===== src/rtl/cdb_pkg.sv =====
// Shared types and widths for the common data bus transmit side.
//   PRF_IDX_W / ROB_IDX_W / BR_TAG_W : physical tag, ROB index and branch mask widths
//   cdb_pkt_t  : one registered broadcast {vld, tag, rob_idx}
//   cdb_slot_t : one held FU completion {tag, rob_idx, br_tag}
//   ptr_w()    : width of a round-robin pointer over n requesters
package cdb_pkg;

  localparam int PRF_IDX_W = 6;
  localparam int ROB_IDX_W = 5;
  localparam int BR_TAG_W  = 4;

  typedef struct packed {
    logic                 vld;
    logic [PRF_IDX_W-1:0] tag;
    logic [ROB_IDX_W-1:0] rob_idx;
  } cdb_pkt_t;

  typedef struct packed {
    logic [PRF_IDX_W-1:0] tag;
    logic [ROB_IDX_W-1:0] rob_idx;
    logic [BR_TAG_W-1:0]  br_tag;
  } cdb_slot_t;

  function automatic int ptr_w(input int n);
    return (n > 1) ? $clog2(n) : 1;
  endfunction

endpackage


===== src/rtl/cdb_bcast_rr_arb.sv =====
// Combinational round-robin arbiter.
//   req [N]   : requesters
//   ptr       : highest-priority requester index this cycle
//   gnt [N]   : one-hot grant (all zero when no request)
// Rotates the request vector so ptr lands on bit 0, takes the lowest set bit,
// then rotates the one-hot result back. Works for any N, not just powers of two.
module rr_arb #(
  parameter int N     = 4,
  parameter int PTR_W = (N > 1) ? $clog2(N) : 1
) (
  input  logic [N-1:0]     req,
  input  logic [PTR_W-1:0] ptr,
  output logic [N-1:0]     gnt
);

  logic [2*N-1:0] req_dbl;
  logic [2*N-1:0] gnt_dbl;
  logic [N-1:0]   rot;
  logic [N-1:0]   pick;
  logic           found;

  always_comb begin
    req_dbl = {req, req} >> ptr;
    rot     = req_dbl[N-1:0];
    pick    = '0;
    found   = 1'b0;
    for (int j = 0; j < N; j++) begin
      if (!found && rot[j]) begin
        pick[j] = 1'b1;
        found   = 1'b1;
      end
    end
    gnt_dbl = {pick, pick} << ptr;
    gnt     = gnt_dbl[2*N-1:N];
  end

endmodule


===== src/rtl/cdb_bcast.sv =====
// CDB transmit side: one holding slot per functional unit, round-robin
// arbitration among held completions, one registered broadcast per cycle.
//   clk, rst_n          : clock, async active-low reset
//   fu_done_vld_i/rdy_o : per-FU completion handshake
//   fu_dest_tag_i       : packed dest PRF tags (FU i at [i*PRF_IDX_W +: PRF_IDX_W])
//   fu_rob_idx_i        : packed ROB indices
//   fu_br_tag_i         : packed branch masks
//   br_recovery_i       : mispredict recovery pulse
//   br_tag_fix_i        : mask of squashed branches
//   cdb_vld_o/tag_o/rob_idx_o/src_o : registered broadcast and one-hot winner
// Field widths come from cdb_pkg.
module cdb_bcast
  import cdb_pkg::*;
#(
  parameter int NUM_FU = 4
) (
  input  logic                          clk,
  input  logic                          rst_n,
  input  logic [NUM_FU-1:0]             fu_done_vld_i,
  output logic [NUM_FU-1:0]             fu_done_rdy_o,
  input  logic [NUM_FU*PRF_IDX_W-1:0]   fu_dest_tag_i,
  input  logic [NUM_FU*ROB_IDX_W-1:0]   fu_rob_idx_i,
  input  logic [NUM_FU*BR_TAG_W-1:0]    fu_br_tag_i,
  input  logic                          br_recovery_i,
  input  logic [BR_TAG_W-1:0]           br_tag_fix_i,
  output logic                          cdb_vld_o,
  output logic [PRF_IDX_W-1:0]          cdb_tag_o,
  output logic [ROB_IDX_W-1:0]          cdb_rob_idx_o,
  output logic [NUM_FU-1:0]             cdb_src_o
);

  localparam int PTR_W = ptr_w(NUM_FU);

  cdb_slot_t         slot_q [NUM_FU];
  logic [NUM_FU-1:0] slot_vld_q;
  logic [NUM_FU-1:0] kill;
  logic [NUM_FU-1:0] req;
  logic [NUM_FU-1:0] grant;
  logic [NUM_FU-1:0] load;
  logic [PTR_W-1:0]  ptr_q;
  logic [PTR_W-1:0]  ptr_nxt;
  cdb_pkt_t          pkt_q;
  cdb_pkt_t          pkt_nxt;
  logic [NUM_FU-1:0] src_q;

  // Squashed slots are removed from the request set before arbitration so a
  // dying completion can never win the bus.
  always_comb begin
    kill = '0;
    for (int i = 0; i < NUM_FU; i++) begin
      kill[i] = br_recovery_i & (|(slot_q[i].br_tag & br_tag_fix_i));
    end
    req = slot_vld_q & ~kill;
  end

  rr_arb #(
    .N     (NUM_FU),
    .PTR_W (PTR_W)
  ) u_arb (
    .req (req),
    .ptr (ptr_q),
    .gnt (grant)
  );

  assign fu_done_rdy_o = ~slot_vld_q | grant;

  // A squashed incoming completion still completes its handshake but is not stored.
  always_comb begin
    load    = '0;
    pkt_nxt = '0;
    ptr_nxt = ptr_q;
    for (int i = 0; i < NUM_FU; i++) begin
      load[i] = fu_done_vld_i[i] & fu_done_rdy_o[i]
              & ~(br_recovery_i & (|(fu_br_tag_i[i*BR_TAG_W +: BR_TAG_W] & br_tag_fix_i)));
      if (grant[i]) begin
        pkt_nxt.vld     = 1'b1;
        pkt_nxt.tag     = slot_q[i].tag;
        pkt_nxt.rob_idx = slot_q[i].rob_idx;
        ptr_nxt         = (i == NUM_FU - 1) ? '0 : PTR_W'(i + 1);
      end
    end
  end

  // A refill in the grant cycle overrides the clear: the new entry wins.
  always_ff @(posedge clk or negedge rst_n) begin
    if (!rst_n) begin
      slot_vld_q <= '0;
      for (int i = 0; i < NUM_FU; i++) begin
        slot_q[i] <= '0;
      end
    end else begin
      for (int i = 0; i < NUM_FU; i++) begin
        if (load[i]) begin
          slot_vld_q[i]     <= 1'b1;
          slot_q[i].tag     <= fu_dest_tag_i[i*PRF_IDX_W +: PRF_IDX_W];
          slot_q[i].rob_idx <= fu_rob_idx_i[i*ROB_IDX_W +: ROB_IDX_W];
          slot_q[i].br_tag  <= fu_br_tag_i[i*BR_TAG_W +: BR_TAG_W];
        end else if (grant[i] || kill[i]) begin
          slot_vld_q[i] <= 1'b0;
        end
      end
    end
  end

  always_ff @(posedge clk or negedge rst_n) begin
    if (!rst_n) begin
      ptr_q <= '0;
      pkt_q <= '0;
      src_q <= '0;
    end else begin
      ptr_q <= ptr_nxt;
      pkt_q <= pkt_nxt;
      src_q <= grant;
    end
  end

  assign cdb_vld_o     = pkt_q.vld;
  assign cdb_tag_o     = pkt_q.tag;
  assign cdb_rob_idx_o = pkt_q.rob_idx;
  assign cdb_src_o     = src_q;

endmodule

===== config.mk =====
export PLATFORM = sky130hd
export DESIGN_NAME = cdb_bcast
export DESIGN_NICKNAME = d
export VERILOG_FILES = /design/src/rtl/cdb_pkg.sv /design/src/rtl/cdb_bcast_rr_arb.sv /design/src/rtl/cdb_bcast.sv
export SDC_FILE = /design/constraint.sdc
export NUM_CORES = 1
export LEC_CHECK = 0
export BUFFER_PORTS_ARGS = -buffer_cell sky130_fd_sc_hd__buf_4
export CORE_MARGIN = 2
export CORE_UTILIZATION = 52
export CTS_CLUSTER_DIAMETER = 120
export DETAILED_ROUTE_END_ITERATION = 7
export HOLD_SLACK_MARGIN = 0.15
export PLACE_DENSITY = 0.78
export SETUP_SLACK_MARGIN = 0.05
export SLEW_MARGIN = 20
export SYNTH_ARGS = -nofsm -noshare
export SYNTH_HDL_FRONTEND = slang
export SYNTH_SLANG_ARGS = --single-unit

===== constraint.sdc =====
create_clock -name clk -period 3.14 [get_ports clk]
set_clock_uncertainty 0.2 [all_clocks]
set_input_delay 0.471 -clock clk [delete_from_list [all_inputs] [get_ports clk]]
set_output_delay 0.471 -clock clk [all_outputs]
set_load 0.01 [all_outputs]

==> key figures, run 1 <==
Status
  – Status: finished, final reports clean

Synthesis
  – Mapped Avg Cell Area: 13.9 sq um
  – Cell area after synthesis: about 3700 sq um
  – #FFs+latches synth: roughly 80
  – Post-synth top area share: 56.0%
  – Biggest area consumer among synthesized cells: dfrtp_1
  – Main synth FF type: dfrtp_1
  – Top post-synthesis cells by area: dfrtp_1, mux2_1, mux2_4
  – Share of flip-flops with an asynchronous set or reset: 100%
  – Instance count of the mapped netlist: roughly 260
  – Synth top cells by count: dfrtp_1, mux2_1, mux2_4
  – Synth warnings: 0
  – Top-count cell post-synth: dfrtp_1
  – EDFF count, synth: 0
  – Sequential element share of the synthesized area: 56.0%
  – Number of distinct library cells after synthesis: 35
  – Syn nets: 335

Clock tree
  – CTS H-tree lvls: 3
  – CTS root buf: clkbuf_8
  – Worst-path clk slew: ~0.090 ns
  – CTS tree: yes
  – Worst-case clock buffer depth: 2
  – Num CTS Buffers: 9
  – Clock Latency Late Sink: between 0.3 and 0.4 ns
  – Total clock sinks: slightly above 80
  – Number of gates resized after CTS: 0

Critical path
  – CP required: roughly 3.2 ns
  – WP buf/inv: 0
  – Crit path cell chain: a22o_1 > o21ai_2 > and2_1 > o21ai_1 > nor2_1 > a222oi_1 > a21oi_1
  – Crit Path Max Fanout: 13
  – Crit end category: flip-flop
  – Crit path DAT: around 2.8 ns
  – Slowest cell on crit path: nor2_1
  – Max incr delay on CP: approximately 0.85 ns
  – Crit path launch type: flip-flop
  – Critical path class: reg2reg
  – Family with the most delay on the worst path: simple AND/OR/NAND/NOR gates

Die
  – Die area: 7730 sq um
  – Die Y: between 80 and 90 um
  – Ports: just over 90
  – Site row count: 30
  – Initial core utilization: 53.9%
  – Core ar.: between 6000 and 7000 sq um
  – Die X: 87.9 um

GRT
  – Grt ovf: 0
  – First-pass GRT wire length: approximately 14000 um
  – Largest net degree at the start of global routing: 83
  – Total GRT Usage: 24.2%
  – Vias in the first global route: between 2000 and 3000
  – Initial antenna violation count: 0

Timing
  – Final period util: around 88%
  – Fmax: between 300 and 400 MHz
  – RSZ-0062 raised after global routing: no
  – Tmin final: 2.76 ns
  – Slew @ Worst Pin: between 1 and 1.5 ns
  – Pins Over Slew Limit: 0
  – Normalized max-slew margin: 25.6%
  – # setup viols final: 0
  – Number of failing hold endpoints at the final stage: 0
  – Final setup TNS: 0 ns

Power
  – Static leakage: between 2 and 2.5 nW
  – Pwr Density: slightly above 900 nW/um^2
  – Max VDD drop: roughly 420 uV

Placed design
  – GP Congestion: about 0.93
  – Buffers on Ports: 90
  – Detailed placement HPWL: between 5000 and 6000 um
  – Placed Instances: 440

Routing
  – Top Layer Used: met4
  – DRC Markers: 0
  – Routed Wire Length: 8990 um
  – TritonRoute pass-1 iters: 5
  – Wire per inst: 17.9 um
  – DR vias/cell: about 5.3
  – Routed Antenna Nets: 0
  – Metal-1 WL: 3870 um
  – Routed wl met2: around 4500 um
  – DRT iter0 DRCs: ~280
  – Met3 Wirelength: 474 um
  – Vias: ~2700

Cells and area
  – Final Core Density: 74.5%
  – Antenna Cells: 0
  – Area Overhead vs Synth: 38.2%
  – Net count, final: about 470
  – Final Non-Filler Cells: approximately 500
  – Layout cells sized above 1: a little over a third

Min path
  – Hold crit path type: in2reg

Flow run
  – Max-Cap Viols: 0
==> through the flow <==
step	power, mW	setup WS, ns	hold slack, ns	cell area, sq um
after global placement	3.67	0.230	0.268	4370
after global routing	4.99	0.233	0.151	5060
final	4.71	0.380	0.165	5060
after detailed placement	3.73	0.178	0.275	4370
after floorplan	3.13	0.485	-0.0246	3660
after CTS	4.66	0.140	0.151	5000
==> cells by family (layout without fill, tap and decap cells) <==
group / count (synthesis) / after routing / synth area share, %
simple gates: 36 / 36 / 4.68
compound gates: 64 / 64 / 14.5
flops: 82 / 82 / 56.0
mux: 61 / 61 / 20.6
buf+inv: 21 / 163 / 4.17
==> final timing paths <==
check	from	to	slack, ns	cells after the start
setup reg to reg	slot_q[30]	cdb_tag_o[4]	0.38	7
max in group asynchronous	rst_n	ptr_q[0]	1.67	2
min in group asynchronous	rst_n	slot_q[16]	0.52	2
hold reg to reg	slot_q[53]	slot_q[53]	0.29	1
hold / removal	fu_br_tag_i[11]	slot_q[18]	0.16	2
setup / recovery	slot_q[30]	cdb_tag_o[4]	0.38	7
==> sequential cells by signal, indices dropped and copies added (netlist names) <==
name           count
slot_q            60
cdb_tag_o          6
slot_vld_q         4
cdb_rob_idx_o      5
ptr_q              2
cdb_vld_o          1
cdb_src_o          4
==> power breakdown <==
group	total, mW	switching, mW	internal (mW)	leakage [nW]
Combinational	1.88	0.874	1.01	1.26
Clock	0.881	0.417	0.464	0.117
Sequential	1.95	0.347	1.60	0.976
Total	4.71	1.64	3.07	2.35
==> placed cells by master (no fill, tap or decap), drive strengths merged, types with 2 or more instances in the layout <==
cell         synthesis  routed
a22o                14      14
nand3                2       2
mux2                61      61
nor2                13      13
o2111ai              2       2
o21ai                9       9
and3                 2       2
clkbuf               4       9
and2                 3       3
o211a                2       2
inv                  4       8
nor3                 2       2
a222oi              11      11
bufinv               0       2
dlygate4sd3          0      44
nand2b               4       4
dfrtp               82      82
a21oi               15      15
a22oi                4       4
nand2                9       9
buf                 13      99
==> what timing repair did <==
item	in CTS	in global routing
buffers inserted	0	2
hold buffers	40	4
endpoints found under the hold margin	117	4
endpoints found under the setup margin	0	1
==> final cells by class <==
| cell class | count | area [sq um] |
|---|---|---|
| Multi-Input combinational cell | 161 | 1460 |
| Inverter | 4 | 15.0 |
| Sequential cell | 82 | 2050 |
| Timing Repair Buffer | 143 | 1190 |
| Clock buffer | 9 | 124 |
| Tap cell | 96 | 120 |
| Fill cell | 424 | 1730 |
| Clock inverter | 7 | 106 |
==> metal layers <==
layer  track usage [%]  vias to the layer above
met4              9.09                        0
met1              31.8                     1290
li1                  -                     1256
met5                 0                        -
met2              39.7                       97
met3              5.18                       12
Power figures use the tool's default switching activity.
==> inputs of run 2 (changes only) <==
--- a/config.mk
+++ b/config.mk
@@ -6,12 +6,13 @@
 export NUM_CORES = 1
 export LEC_CHECK = 0
 export BUFFER_PORTS_ARGS = -buffer_cell sky130_fd_sc_hd__buf_4
-export CORE_MARGIN = 2
-export CORE_UTILIZATION = 52
+export CORE_MARGIN = 3
+export CORE_UTILIZATION = 45
 export CTS_CLUSTER_DIAMETER = 120
 export DETAILED_ROUTE_END_ITERATION = 7
 export HOLD_SLACK_MARGIN = 0.15
-export PLACE_DENSITY = 0.78
+export PLACE_DENSITY = 0.69
+export RECOVER_POWER = 50
 export SETUP_SLACK_MARGIN = 0.05
 export SLEW_MARGIN = 20
 export SYNTH_ARGS = -nofsm -noshare
==> run 2 against run 1 <==
Net effect:
- the flow now finishes with violations (max-capacitance violations, max-slew violations)
- sequential share of layout area is 0.46 points lower
- worst setup slack worse by 0.059 ns
- wire length is 3.8% higher
- via count is 2.9% higher
- non-clock buffer count is 8 higher
- worst hold slack worse by 0.0048 ns
- register-to-register slack better by 0.03 ns
- clock power is 3.7% higher
- core utilization is 8.9 points lower
- critical path type is now reg2out
- critical endpoint is now fu_done_rdy_o[2]
==> key figures, run 2 (synthesis gave the netlist of run 1 again) <==
Cells and area
  – Reg with most FFs: slot_q
  – Footprint of the multi-input gates: 1460 sq um (+0.26%)
  – Antenna Cells: 0 (unchanged)
  – Max reg flops: 60 (unchanged)
  – Layout cells sized above 1: 32.4% (-2.8 points)
  – Commonest non-fill, non-tap cell in the layout: buf_4
  – Register area: 2050 sq um (unchanged)
  – Area Overhead vs Synth: 39.8%
  – Net count, final: 480 (+1.7%)
  – Filler Cells Inserted: 625 (+47%)
  – Commonest cells after routing, fill and taps aside: buf_4, dfrtp_1, dlygate4sd3_1, mux2_1, mux2_4

Placed design
  – GP Congestion: 0.884 (-5.2%)
  – Post-Place Setup Slack: 0.147 ns (-0.0313 ns)
  – Detailed placement HPWL: 6110 um (+7.2%)
  – Buffers on Ports: 90 (unchanged)

Routing
  – DR vias/cell: 5.30 (+0.30%)
  – Wire per inst: 18.1 um (+1.2%)
  – Routed Wire Length: 9330 um (+3.8%)
  – DRC Markers: 0 (unchanged)
  – DRT iter0 DRCs: 229 (-17%)
  – Vias: 2732 (+2.9%)
  – TritonRoute pass-1 iters: 6 (+1)
  – Routed Antenna Nets: 0 (unchanged)

Critical path
  – WP buf/inv: 1 (+1)
  – Max incr delay on CP: 0.42 ns (-0.43 ns)
  – Crit end category: output port
  – Reg-to-reg critical path startpoint: slot_q[17]
  – Family with the most delay on the worst path: compound AO/OA/AOI/OAI gates
  – CP required: 2.47 ns (-0.73 ns)
  – Reg-to-reg endpoint: slot_q[46]
  – Crit path launch type: flip-flop
  – R2r worst-path depth: 9 (+2)
  – Critical path class: reg2out
  – Worst R2R Setup Slack: 0.41 ns (+0.03 ns)
  – Crit path cell chain: a22o_1 > o21ai_4 > nand2_1 > o32ai_2 > nand2b_1 > buf_4
  – Crit Path Max Fanout: 5 (-8)
  – Crit path DAT: 2.15 ns (-0.67 ns)
  – Slowest cell on crit path: o32ai_2

GRT
  – Total GRT Usage: 21.1% (-3.1 points)
  – Met3 Use GR: 4.38% (-0.81 points)
  – Largest net degree at the start of global routing: 83 (unchanged)
  – Vias in the first global route: 2843 (+2.5%)
  – Met1 usage: 27.0% (-4.8 points)
  – First-pass GRT wire length: 14600 um (+4.7%)
  – Met2 usage: 36.2% (-3.6 points)
  – Grt ovf: 0 (unchanged)
  – Initial antenna violation count: 0 (unchanged)
  – Gr busiest metal: met2

Timing
  – Fmax: 355 MHz (-2.1%)
  – PnR worst setup slack: 0.321 ns (-0.0592 ns)
  – Pins Over Slew Limit: 83 (+83)
  – RSZ-0062 raised after global routing: no
  – Final setup TNS: 0 ns (unchanged)
  – Normalized max-slew margin: -28.2% (-54 points)
  – Hold slack: 0.160 ns (-0.00484 ns)
  – Final period util: 89.8% (+1.9 points)
  – Tmin final: 2.82 ns (+0.0592 ns)
  – Slew @ Worst Pin: 1.92 ns (+0.812 ns)
  – Number of failing hold endpoints at the final stage: 0 (unchanged)
  – # setup viols final: 0 (unchanged)

Clock tree
  – Clock Latency Late Sink: 0.35 ns (about the same)
  – Num CTS Buffers: 9 (unchanged)
  – Worst-path clk slew: 0.08 ns (about the same)
  – Worst-case clock buffer depth: 2 (unchanged)
  – CTS tree: yes
  – CTS H-tree lvls: 3 (unchanged)
  – CTS root buf: clkbuf_8
  – Total clock sinks: 82 (unchanged)

Die
  – Site row count: 32 (+6.7%)
  – Die X: 96.2 um (+9.4%)
  – Ports: 91 (unchanged)
  – Core ar.: 7810 sq um (+15%)
  – Die Y: 96.2 um (+9.4%)
  – Die area: 9260 sq um (+20%)
  – Initial core utilization: 46.9% (-7.0 points)

Power
  – Cell-internal power: 3.10 mW (+0.75%)
  – Static leakage: 2.35 nW (about the same)
  – Clk pwr share: 19.4% (+0.7 points)
  – Sw Share: 34.3% (-0.53 points)
  – Max VDD drop: 375 uV (-12%)
  – P_sw: 1.61 mW (-1.6%)
  – Sequential share of power: 40.9% (-0.4 points)
  – Combinational group share of total power: 39.7% (-0.3 points)
  – Pwr Density: 919 nW/um^2 (-1.2%)

Min path
  – Hold_sp: fu_dest_tag_i[1]
  – Hold endpoint: slot_q[55]
  – Hold crit path type: in2reg
  – Hold Crit Depth: 2 (unchanged)

Flow run
  – Max-Cap Viols: 1 (+1)

Status
  – Failing checks: max-capacitance violations, max-slew violations
  – Status: complete, but fails checks
==> run 2: worst max-delay path by stage <==
stage	startpoint	to	slack, ns	depth (start not counted)
3_5_place_dp	br_tag_fix_i[0]	slot_q[47]	0.15	8
4_1_cts	slot_q[45]	fu_done_rdy_o[0]	0.05	6
2_1_floorplan	br_tag_fix_i[2]	slot_q[34]	0.49	10
3_3_place_gp	br_tag_fix_i[0]	slot_q[45]	0.19	8
6_report	slot_q[17]	fu_done_rdy_o[2]	0.32	6
5_1_grt	slot_q[15]	fu_done_rdy_o[2]	0.16	6
==> run 2: repair_timing <==
action,CTS,global route
hold buffers,50,2
gates resized for setup,0,1
hold endpoints to repair,131,2
buffers inserted,0,1
setup endpoints to repair,0,1
==> run 2: per-stage QoR <==
stage | utilization [%] | cells | area [sq um] | total power [mW]
5_1_grt | 65.6 | 515 | 5120 | 5.01
3_5_place_dp | 56.2 | 447 | 4390 | 3.76
2_1_floorplan | - | 264 | 3660 | 3.13
4_1_cts | 65.7 | 512 | 5130 | 4.74
6_report | 65.6 | 515 | 5120 | 4.71
3_3_place_gp | 56.2 | 447 | 4390 | 3.71
==> run 2: power groups by stage <==
| stage | combinational [mW] | clock [mW] | sequential (mW) |
|---|---|---|---|
| floorplan | 1.26 | 0 | 1.87 |
| finish | 1.87 | 0.914 | 1.92 |
| detailed placement | 1.83 | 0 | 1.93 |
| CTS | 1.89 | 0.932 | 1.92 |
| global placement | 1.78 | 0 | 1.93 |
| global route | 2.05 | 0.974 | 1.98 |
==> run 2: routing by layer <==
metal / up-vias / wire [um]
li1: 1269 / -
met1: 1387 / 4000
met2: 64 / 4890
met3: 12 / 317
met4: 0 / 127
met5: - / 0
==> run 2: cell type report <==
type	count	share of cell area (%)
tap	102	2.49
inverter	4	0.293
multi-input combinational	161	28.6
clock inverter	6	2.20
sequential	82	40.1
timing repair buffer	151	24.0
clock buffer	9	2.42
